[src/rtl/arbitro_acciones_if.sv]
`default_nettype none
// ============================================================================
// Module      : arbitro_acciones_if
// Description : Request/grant bundle between the mode logic (master) and the
//               food/medicine action arbiter (slave).
// Revision    : 1.0 - initial release
// ============================================================================
interface arbitro_acciones_if;
   logic       Req_Comida;
   logic       Req_Medicina;
   logic [1:0] Nivel_Comida;
   logic [1:0] Nivel_Medicina;
   logic       Activo_Comida;
   logic       Activo_Medicina;
   logic       Ocupado;
   logic       Fin_Accion;
   logic       Rechazo;
   logic       Pendiente_Comida;
   logic       Pendiente_Medicina;

   modport master (
      output Req_Comida, Req_Medicina, Nivel_Comida, Nivel_Medicina,
      input  Activo_Comida, Activo_Medicina, Ocupado, Fin_Accion, Rechazo,
             Pendiente_Comida, Pendiente_Medicina
   );

   modport slave (
      input  Req_Comida, Req_Medicina, Nivel_Comida, Nivel_Medicina,
      output Activo_Comida, Activo_Medicina, Ocupado, Fin_Accion, Rechazo,
             Pendiente_Comida, Pendiente_Medicina
   );
endinterface
`default_nettype wire

[src/rtl/arbitro_acciones.sv]
`default_nettype none
// ============================================================================
// Module      : arbitro_acciones
// Description : Round-robin arbiter granting one shared action slot to food
//               or medicine for DURACION cycles, followed by a cooldown.
// Revision    : 1.0 - initial release
// ============================================================================
module arbitro_acciones #(
   parameter int DURACION     = 100,
   parameter int ENFRIAMIENTO = 20,
   parameter int NIVEL_MAX    = 3
) (
   input  logic                 clk,
   input  logic                 reset,
   arbitro_acciones_if.slave    bus
);

   localparam int MAX_CUENTA = (DURACION > ENFRIAMIENTO) ? DURACION : ENFRIAMIENTO;
   localparam int CW         = (MAX_CUENTA > 1) ? $clog2(MAX_CUENTA + 1) : 1;

   localparam logic [CW-1:0] c_dur       = CW'(DURACION - 1);
   localparam logic [CW-1:0] c_enf       = CW'(ENFRIAMIENTO - 1);
   localparam logic [CW-1:0] c_uno       = CW'(1);
   localparam logic [1:0]    c_nivel_max = 2'(NIVEL_MAX);
   localparam logic          c_ult_med   = 1'b1;

   typedef enum logic [1:0] {
      ST_IDLE    = 2'd0,
      ST_ACTIVO  = 2'd1,
      ST_ENFRIAR = 2'd2
   } estado_t;

   estado_t       state_q, state_d;
   logic [CW-1:0] cnt_q, cnt_d;
   logic          ultimo_q, ultimo_d;
   logic          act_c_q, act_c_d;
   logic          act_m_q, act_m_d;
   logic          pend_c_q, pend_c_d;
   logic          pend_m_q, pend_m_d;
   logic          fin_q, fin_d;
   logic          rech_q, rech_d;
   logic          ocup_q, ocup_d;

   logic acepta_c, acepta_m, rechaza_c, rechaza_m;
   logic grant_c, grant_m;

   always_comb begin
      state_d  = state_q;
      cnt_d    = cnt_q;
      ultimo_d = ultimo_q;
      act_c_d  = act_c_q;
      act_m_d  = act_m_q;
      fin_d    = 1'b0;
      grant_c  = 1'b0;
      grant_m  = 1'b0;

      // Levels are only judged on the request edge itself.
      acepta_c  = bus.Req_Comida   && (bus.Nivel_Comida   <  c_nivel_max);
      acepta_m  = bus.Req_Medicina && (bus.Nivel_Medicina <  c_nivel_max);
      rechaza_c = bus.Req_Comida   && (bus.Nivel_Comida   >= c_nivel_max);
      rechaza_m = bus.Req_Medicina && (bus.Nivel_Medicina >= c_nivel_max);

      case (state_q)
         ST_IDLE: begin
            if (pend_c_q && (!pend_m_q || (ultimo_q == c_ult_med))) begin
               grant_c = 1'b1;
            end else if (pend_m_q) begin
               grant_m = 1'b1;
            end
            if (grant_c || grant_m) begin
               state_d  = ST_ACTIVO;
               cnt_d    = c_dur;
               ultimo_d = grant_m;
               act_c_d  = grant_c;
               act_m_d  = grant_m;
            end
         end
         ST_ACTIVO: begin
            if (cnt_q == '0) begin
               state_d = ST_ENFRIAR;
               cnt_d   = c_enf;
               act_c_d = 1'b0;
               act_m_d = 1'b0;
               fin_d   = 1'b1;
            end else begin
               cnt_d = cnt_q - c_uno;
            end
         end
         ST_ENFRIAR: begin
            if (cnt_q == '0) begin
               state_d = ST_IDLE;
            end else begin
               cnt_d = cnt_q - c_uno;
            end
         end
         default: begin
            state_d = ST_IDLE;
            cnt_d   = '0;
            act_c_d = 1'b0;
            act_m_d = 1'b0;
         end
      endcase

      // A request on the grant edge re-arms the flag so it is served again.
      pend_c_d = (pend_c_q && !grant_c) || acepta_c;
      pend_m_d = (pend_m_q && !grant_m) || acepta_m;
      rech_d   = rechaza_c || rechaza_m;
      ocup_d   = (state_d != ST_IDLE);
   end

   always_ff @(posedge clk) begin
      if (reset) begin
         state_q  <= ST_IDLE;
         cnt_q    <= '0;
         ultimo_q <= c_ult_med;
         act_c_q  <= 1'b0;
         act_m_q  <= 1'b0;
         pend_c_q <= 1'b0;
         pend_m_q <= 1'b0;
         fin_q    <= 1'b0;
         rech_q   <= 1'b0;
         ocup_q   <= 1'b0;
      end else begin
         state_q  <= state_d;
         cnt_q    <= cnt_d;
         ultimo_q <= ultimo_d;
         act_c_q  <= act_c_d;
         act_m_q  <= act_m_d;
         pend_c_q <= pend_c_d;
         pend_m_q <= pend_m_d;
         fin_q    <= fin_d;
         rech_q   <= rech_d;
         ocup_q   <= ocup_d;
      end
   end

   assign bus.Activo_Comida      = act_c_q;
   assign bus.Activo_Medicina    = act_m_q;
   assign bus.Ocupado            = ocup_q;
   assign bus.Fin_Accion         = fin_q;
   assign bus.Rechazo            = rech_q;
   assign bus.Pendiente_Comida   = pend_c_q;
   assign bus.Pendiente_Medicina = pend_m_q;

endmodule
`default_nettype wire

[src/flat_wrapper.sv]
// flat-port wrapper written by rule: the top's interface ports become plain ports
module arbitro_acciones_flat 
#(
   parameter int DURACION     = 100,
   parameter int ENFRIAMIENTO = 20,
   parameter int NIVEL_MAX    = 3
)
  (clk, reset, bus_Req_Comida, bus_Req_Medicina, bus_Nivel_Comida, bus_Nivel_Medicina, bus_Activo_Comida, bus_Activo_Medicina, bus_Ocupado, bus_Fin_Accion, bus_Rechazo, bus_Pendiente_Comida, bus_Pendiente_Medicina);
  arbitro_acciones_if bus_i ();
  input  logic clk;
  input  logic reset;
  input wire logic [$bits(bus_i.Req_Comida)-1:0] bus_Req_Comida;
  input wire logic [$bits(bus_i.Req_Medicina)-1:0] bus_Req_Medicina;
  input wire logic [$bits(bus_i.Nivel_Comida)-1:0] bus_Nivel_Comida;
  input wire logic [$bits(bus_i.Nivel_Medicina)-1:0] bus_Nivel_Medicina;
  output wire logic [$bits(bus_i.Activo_Comida)-1:0] bus_Activo_Comida;
  output wire logic [$bits(bus_i.Activo_Medicina)-1:0] bus_Activo_Medicina;
  output wire logic [$bits(bus_i.Ocupado)-1:0] bus_Ocupado;
  output wire logic [$bits(bus_i.Fin_Accion)-1:0] bus_Fin_Accion;
  output wire logic [$bits(bus_i.Rechazo)-1:0] bus_Rechazo;
  output wire logic [$bits(bus_i.Pendiente_Comida)-1:0] bus_Pendiente_Comida;
  output wire logic [$bits(bus_i.Pendiente_Medicina)-1:0] bus_Pendiente_Medicina;
  assign bus_i.Req_Comida = bus_Req_Comida;
  assign bus_i.Req_Medicina = bus_Req_Medicina;
  assign bus_i.Nivel_Comida = bus_Nivel_Comida;
  assign bus_i.Nivel_Medicina = bus_Nivel_Medicina;
  assign bus_Activo_Comida = bus_i.Activo_Comida;
  assign bus_Activo_Medicina = bus_i.Activo_Medicina;
  assign bus_Ocupado = bus_i.Ocupado;
  assign bus_Fin_Accion = bus_i.Fin_Accion;
  assign bus_Rechazo = bus_i.Rechazo;
  assign bus_Pendiente_Comida = bus_i.Pendiente_Comida;
  assign bus_Pendiente_Medicina = bus_i.Pendiente_Medicina;
  arbitro_acciones #(.DURACION(DURACION), .ENFRIAMIENTO(ENFRIAMIENTO), .NIVEL_MAX(NIVEL_MAX)) u_core (.clk(clk), .reset(reset), .bus(bus_i));
endmodule
[config.mk]
export PLATFORM = sky130hd
export DESIGN_NAME = arbitro_acciones_flat
export DESIGN_NICKNAME = d
export VERILOG_FILES = /design/src/rtl/arbitro_acciones_if.sv /design/src/rtl/arbitro_acciones.sv /design/src/flat_wrapper.sv
export SDC_FILE = /design/constraint.sdc
export NUM_CORES = 1
export LEC_CHECK = 0
export BUFFER_PORTS_ARGS = -buffer_cell sky130_fd_sc_hd__clkbuf_2
export CAP_MARGIN = 20
export CORE_MARGIN = 2
export CORE_UTILIZATION = 43
export CTS_BUF_LIST = sky130_fd_sc_hd__clkbuf_16
export DETAILED_ROUTE_END_ITERATION = 8
export MAX_ROUTING_LAYER = met4
export PLACE_DENSITY = 0.66
export SLEW_MARGIN = 20
export SYNTH_ARGS = -nofsm -noshare
export SYNTH_HDL_FRONTEND = slang
export SYNTH_SLANG_ARGS = --single-unit
[constraint.sdc]
create_clock -name clk -period 5.16 [get_ports clk]
set_clock_uncertainty 0.2 [all_clocks]
set_input_delay 0.774 -clock clk [delete_from_list [all_inputs] [get_ports clk]]
set_output_delay 0.774 -clock clk [all_outputs]
set_load 0.02 [all_outputs]
==> metrics.txt, run 1 <==
average wire length per cell after detail routing=13.2 µm; Async SR Flop Fraction=0%; Fillers=185; number of design rule violations left after detail routing=0; status=complete, no violations; total CTS buffers=3; antenna cells=0; Worst-Margin Slew=0.497 ns; maximum number of pins on one net before global-route repair=18; syn nets=112; category of cells accounting for the largest share of critical-path delay=flip-flops; Worst EP required=4.19 ns; sequence of cells on the critical path=clkbuf_2; leakage dissipation=0.435 nW; worst-case setup margin in the final layout=3.15 ns; I/O pins=15; fraction of layout instances using a drive strength above 1=28.4%; signal arrival time at the worst endpoint=1.04 ns; Setup crit start kind=flop; flip-flop and latch count after synthesis=17; chip height=50.5 µm; class of the most critical setup path=reg2out; Setup crit end kind=primary output; initial core utilization=46.4%; Final Hold Vio Count=0; hold path startpoint=u_core.bus.Activo_Comida$_SDFFE_PP0P_; number of global-route vias before repair=704; total number of clock tree sinks=17; Worst Hold End=u_core.bus.Activo_Comida$_SDFFE_PP0P_; All-Layer GR Usage=16.8%; max-cap check violation count=0; final slew viol count=0; buffer depth of the longest clock path=2; cell at the root of the clock tree=clkbuf_16; Rows=16; Worst Path Max Fanout=11; average cell area after synthesis=9.01 µm²; count of buffers added by post-CTS timing repair for setup=0; final HPWL from detailed placement=1390 µm; highest clock rate=496 MHz; post-synthesis sequential area ratio=36.7%; clock-pin slew on the worst setup and hold paths=0.05 ns; CTS H-tree lvls=1; predominant post-synthesis flop cell=dfxtp_1; core area=2000 µm²; total negative slack=0 ns; CTS tree=yes; via/cell ratio=5.78; number of instances in the synthesized netlist=103; number of violations reported at the end of detailed-routing iteration 0=25; most used cells in the layout excluding fill and tap cells=dfxtp_1 (17), clkbuf_2 (14), a21oi_1 (8), nor2_1 (7); Layout area overhead=16.7%; register-to-register setup slack=3.24 ns; unrepaired setup endpoints after global routing=no; startpoint of the worst-slack reg-to-reg timing path=u_core.cnt_q[1]$_SDFFE_PP0P_; worst hold path type=reg2reg; number of setup violations in the final report=0; count of flip-flops with a built-in enable after synthesis=0; CP max stage delay=0.55 ns; count of hold buffers inserted by post-cts repair=0; total power=0.000560 W; post-route ant nets=0; die area=2550 µm²; cell area after synthesis=928 µm²; yosys synthesis warning count=0; worst reg-to-reg path cell count=6; overall die width=50.5 µm; clock insertion delay at the later pin of the skew report=0.25 ns; antenna violations before repair=0; nets=126; headroom to the max-slew limit=66.8%; post-synthesis cell type count=45; count of buffering cells on the critical path with inverters included=1; critical-path cell with the highest stage delay=dfxtp_1; total via count in the routed design=827; residual overflow from global routing=0; fin crit period=2.01 ns; setup slack at placement=3.26 ns; Final period util=39.0%; number of stages on the worst hold path=2; worst setup path startpoint=u_core.bus.Pendiente_Medicina$_SDFF_PP0_; endpoint of the worst-slack reg-to-reg timing path=u_core.cnt_q[1]$_SDFFE_PP0P_; most frequent standard cell in the layout excluding fill and tap cells=dfxtp_1; iteration count of the initial detailed-routing pass=4; first-pass GRT wire length=3160 µm; GP Congestion=0.889; detailed-route wire length=1880 µm; ratio of total power to cell area=517 nW/µm²; Peak VDD IR=0.230 mV; post-cts repair resize count=0; I/O Buffers=14
==> how the worst max path moves through the flow <==
stage                                     to  depth (start not counted)  slack [ns]
2_1_floorplan  u_core.bus.Ocupado$_SDFF_PP0_                          6        3.40
3_3_place_gp   u_core.bus.Ocupado$_SDFF_PP0_                          6        3.29
3_5_place_dp   u_core.bus.Ocupado$_SDFF_PP0_                          6        3.26
4_1_cts               bus_Pendiente_Medicina                          1        3.16
5_1_grt         u_core.cnt_q[1]$_SDFFE_PP0P_                          6        3.11
6_report              bus_Pendiente_Medicina                          1        3.15
==> logic make-up after synthesis <==
group,share of synthesized area [%]
compound gates,25.1
xor+xnor,0.944
fa+ha+maj,1.35
buf+inv,5.12
flops,36.7
mux,1.08
simple gates,29.8
==> layer usage <==
layer / part of all wire [%] / GRT usage (%) / routed length, µm / up-vias
met5: 0 / - / 0 / -
met3: 4.5 / 2.68 / 85 / 5
met2: 47 / 24.3 / 889 / 24
met4: 1.9 / 8.11 / 35 / 0
met1: 46 / 22.7 / 873 / 388
li1: - / - / - / 410
==> report_power, final <==
part	switching [W]	leakage (nW)	internal (W)
clock	0.0000514	0.0409	0.000104
sequential	0.0000399	0.140	0.000158
combinational	0.000113	0.253	0.0000942
==> Yosys cell counts, types with 2 or more instances <==
cell       n  area (µm²)
buf_4      2        15.0
dfxtp_1   17         340
buf_2      2        10.0
a21oi_1    8        40.0
a31oi_1    3        18.8
nand2b_1   3        18.8
a22oi_1    2        15.0
nand3_1    5        25.0
nor2_1     7        26.3
o21ai_0    3        15.0
nand2_1    4        15.0
o22ai_1    3        18.8
or2_2      2        12.5
inv_1      5        18.8
or4_1      2        15.0
nor3_2     2        20.0
nor3_1     5        25.0
==> flip-flops by register name (all words and copies together) (netlist names) <==
name / cells
u_core.bus.Activo_Comida: 1
u_core.bus.Rechazo: 1
u_core.state_q: 2
u_core.ultimo_q: 1
u_core.cnt_q: 7
u_core.bus.Ocupado: 1
u_core.bus.Pendiente_Medicina: 1
u_core.bus.Fin_Accion: 1
u_core.bus.Activo_Medicina: 1
u_core.bus.Pendiente_Comida: 1
==> final cells by class <==
class	count	area [µm²]	area share (%)
Clock buffer	3	75.1	6.93
Clock inverter	1	5.00	0.462
Inverter	5	18.8	1.73
Multi-Input combinational cell	76	541	49.9
Sequential cell	17	340	31.4
Tap cell	27	33.8	3.12
Timing Repair Buffer	14	70.1	6.47
==> stage by stage <==
stage          cell area (µm²)  instances  hold slack (ns)  utilization (%)
2_1_floorplan              928        103            0.279                -
4_1_cts                   1080        143            0.266             54.1
6_report                  1080        143            0.262             54.1
3_5_place_dp              1000        139            0.250             50.1
5_1_grt                   1080        143            0.296             54.1
3_3_place_gp              1000        139            0.249             50.1
Note: power is estimated with default switching activity, not from simulation.
==> run 2: changes to the inputs <==
--- a/config.mk
+++ b/config.mk
@@ -12,7 +12,7 @@
 export CTS_BUF_LIST = sky130_fd_sc_hd__clkbuf_16
 export DETAILED_ROUTE_END_ITERATION = 8
 export MAX_ROUTING_LAYER = met4
-export PLACE_DENSITY = 0.66
+export PLACE_DENSITY = 0.69
 export SLEW_MARGIN = 20
 export SYNTH_ARGS = -nofsm -noshare
 export SYNTH_HDL_FRONTEND = slang
==> constraint.sdc (replaced) <==
create_clock -name clk -period 1.69 [get_ports clk]
set_clock_uncertainty 0.2 [all_clocks]
set_input_delay 0.2535 -clock clk [delete_from_list [all_inputs] [get_ports clk]]
set_output_delay 0.2535 -clock clk [all_outputs]
set_load 0.02 [all_outputs]
==> run 2 against run 1 <==
Against the previous run: the flow now finishes with violations (setup timing); critical path depth increased by 5; setup slack worse by 3.2 ns; cell area rose by 15%; via count rose by 5.0%; first-iteration DRC count down 24%; cell count increased by 10%.
==> metrics.txt, run 2 (synthesis gave the netlist of run 1 again) <==
number of design rule violations left after detail routing=0 (unchanged); number of setup violations in the final report=3 (was 0); Layout Cell Area excl Fill=1250 µm² (was 1080 µm²); detailed-route wire length=2280 µm (was 1880 µm); sequence of cells on the critical path=inv_2 > ha_4 > nor3b_4 > a31oi_2 > or3_4 > a21oi_2 (was clkbuf_2); sequential share of power=29.1% (was 35.3%); Worst Path Max Fanout=6 (was 11); Met1 Wirelength=1020 µm (was 873 µm); Internal Pwr Total=0.00123 W (was 0.000356 W); average wire length per cell after detail routing=14.4 µm (was 13.2 µm); initial core utilization=46.4% (unchanged); most flop-heavy register=u_core.cnt_q (unchanged); class of the most critical setup path=reg2reg (was reg2out); most used cells in the layout excluding fill and tap cells=clkbuf_2 (14), buf_4 (14), dfxtp_1 (14), nor2_1 (7), a21oi_1 (7) (was dfxtp_1 (17), clkbuf_2 (14), a21oi_1 (8), nor2_1 (7)); core area=2000 µm² (unchanged); post-route ant nets=0 (unchanged); via/cell ratio=5.49 (was 5.78); die area=2550 µm² (unchanged); end-of-flow core utilization=62.3% (was 54.1%); clock insertion delay at the later pin of the skew report=0.25 ns (about the same); Clk network pwr share=24.9% (was 27.7%); signal arrival time at the worst endpoint=1.72 ns (was 1.04 ns); violated checks=setup timing; residual overflow from global routing=0 (unchanged); number of violations reported at the end of detailed-routing iteration 0=19 (was 25); met2 wire len=1130 µm (was 889 µm); nets=141 (was 126); antenna cells=0 (unchanged); leakage dissipation=0.521 nW (was 0.435 nW); ratio of total power to cell area=1560 nW/µm² (was 517 nW/µm²); number of global-route vias before repair=805 (was 704); biggest registers after layout=u_core.cnt_q: 7 flops, u_core.state_q: 2 flops (unchanged); Final Hold Vio Count=0 (unchanged); Rows=16 (unchanged); fraction of layout instances using a drive strength above 1=44.3% (was 28.4%); category of cells accounting for the largest share of critical-path delay=simple AND/OR/NAND/NOR gates (was flip-flops); flip-flop count of the largest register after layout=7 (unchanged); CTS tree=yes (unchanged); critical-path cell with the highest stage delay=or3_4 (was dfxtp_1); GP Congestion=0.858 (was 0.889); worst-case setup margin in the final layout=-0.0528 ns (was 3.15 ns); Final period util=103%; CTS H-tree lvls=1 (unchanged); status=finished with violations (was complete, no violations); Setup crit end kind=flop (was primary output); total length of routed met3 wires=102 µm (was 85 µm); Layout area overhead=34.4% (was 16.7%); area of placed instances=1120 µm² (was 1000 µm²); Peak VDD IR=0.959 mV (was 0.230 mV); headroom to the max-slew limit=76.3% (was 66.8%); switching power summed over all nets=0.000720 W (was 0.000204 W); max-cap check violation count=0 (unchanged); maximum number of pins on one net before global-route repair=12 (was 18); total via count in the routed design=868 (was 827); total number of clock tree sinks=17 (unchanged); Worst-Margin Slew=0.353 ns (was 0.497 ns); count of buffering cells on the critical path with inverters included=1 (unchanged); total CTS buffers=3 (unchanged); All-Layer GR Usage=20.0% (was 16.8%); cell at the root of the clock tree=clkbuf_16 (unchanged); fin crit period=1.74 ns; overall die width=50.5 µm (unchanged); buffer depth of the longest clock path=2 (unchanged); highest clock rate=574 MHz; I/O Buffers=14 (unchanged); setup slack at placement=-0.0310 ns (was 3.26 ns); unrepaired setup endpoints after global routing=yes (was no); I/O pins=15 (unchanged); chip height=50.5 µm (unchanged); CP max stage delay=0.35 ns (was 0.55 ns); antenna violations before repair=0 (unchanged); worst hold path type=in2reg (was reg2reg); proportion of total power due to net switching=36.9% (was 36.5%); final HPWL from detailed placement=1620 µm (was 1390 µm); clock-pin slew on the worst setup and hold paths=0.05 ns (about the same); Setup crit start kind=flop (unchanged); iteration count of the initial detailed-routing pass=4 (unchanged); uppermost metal layer occupied by signal nets=met4 (unchanged); final slew viol count=0 (unchanged); first-pass GRT wire length=3720 µm (was 3160 µm); Logic pwr share=46.0% (was 37.0%); Worst EP required=1.67 ns (was 4.19 ns)
[run 2: cell count changes in the layout (fill, tap and decap cells not counted), sizes merged]
cell	change
buf	+15
[run 2: final timing paths]
path	from	to	slack [ns]	depth (start not counted)
hold reg to reg	u_core.bus.Activo_Comida$_SDFFE_PP0P_	u_core.bus.Activo_Comida$_SDFFE_PP0P_	0.27	2
setup / recovery	u_core.cnt_q[1]$_SDFFE_PP0P_	u_core.cnt_q[1]$_SDFFE_PP0P_	-0.05	6
hold / removal	bus_Nivel_Comida[0]	u_core.bus.Rechazo$_SDFF_PP0_	0.04	3
setup reg to reg	u_core.cnt_q[1]$_SDFFE_PP0P_	u_core.cnt_q[1]$_SDFFE_PP0P_	-0.05	6
[run 2: worst min-delay path, cell delays in order]
cell	delay (ns)
clkbuf_2	0.09
nand3_1	0.06
a21oi_1	0.05
[run 2: metal layers]
metal	vias up	GRT usage [%]
li1	444	-
met1	405	25.0
met2	17	31.6
met3	2	4.76
met4	0	6.76
met5	-	-
[run 2: power groups by stage]
stage               registers (W)  logic (W)  clock network [W]
finish                   0.000568   0.000897           0.000485
global route             0.000584   0.000966           0.000506
CTS                      0.000567   0.000833           0.000490
detailed placement       0.000575   0.000813                  0
global placement         0.000571   0.000791                  0
floorplan                0.000590   0.000550                  0
[run 2: cell type report]
type / instances / area, µm²
multi-input cells: 76 / 584
repair buffers: 29 / 186
inverters: 5 / 18.8
flip-flops and latches: 17 / 344
fillers: 162 / 754
clock inverters: 1 / 5.00
well taps: 27 / 33.8
clock buffers: 3 / 75.1
[run 2: per-stage QoR]
| stage | setup TNS, ns | cells | total power [W] | hold slack [ns] |
|---|---|---|---|---|
| 2_1_floorplan | -0.0214 | 103 | 0.00114 | 0.126 |
| 3_3_place_gp | 0 | 152 | 0.00136 | 0.238 |
| 3_5_place_dp | -0.0310 | 152 | 0.00139 | 0.249 |
| 4_1_cts | -0.0555 | 157 | 0.00189 | 0.0511 |
| 5_1_grt | -0.510 | 158 | 0.00206 | 0.0632 |
| 6_report | -0.0994 | 158 | 0.00195 | 0.0450 |
[run 2: repair_timing]
action                                  CTS  global route
pin swaps                                 1             6
gates resized for setup                   1             6
setup buffers                             1             1
endpoints found under the setup margin    2            10
hold buffers                              0             0
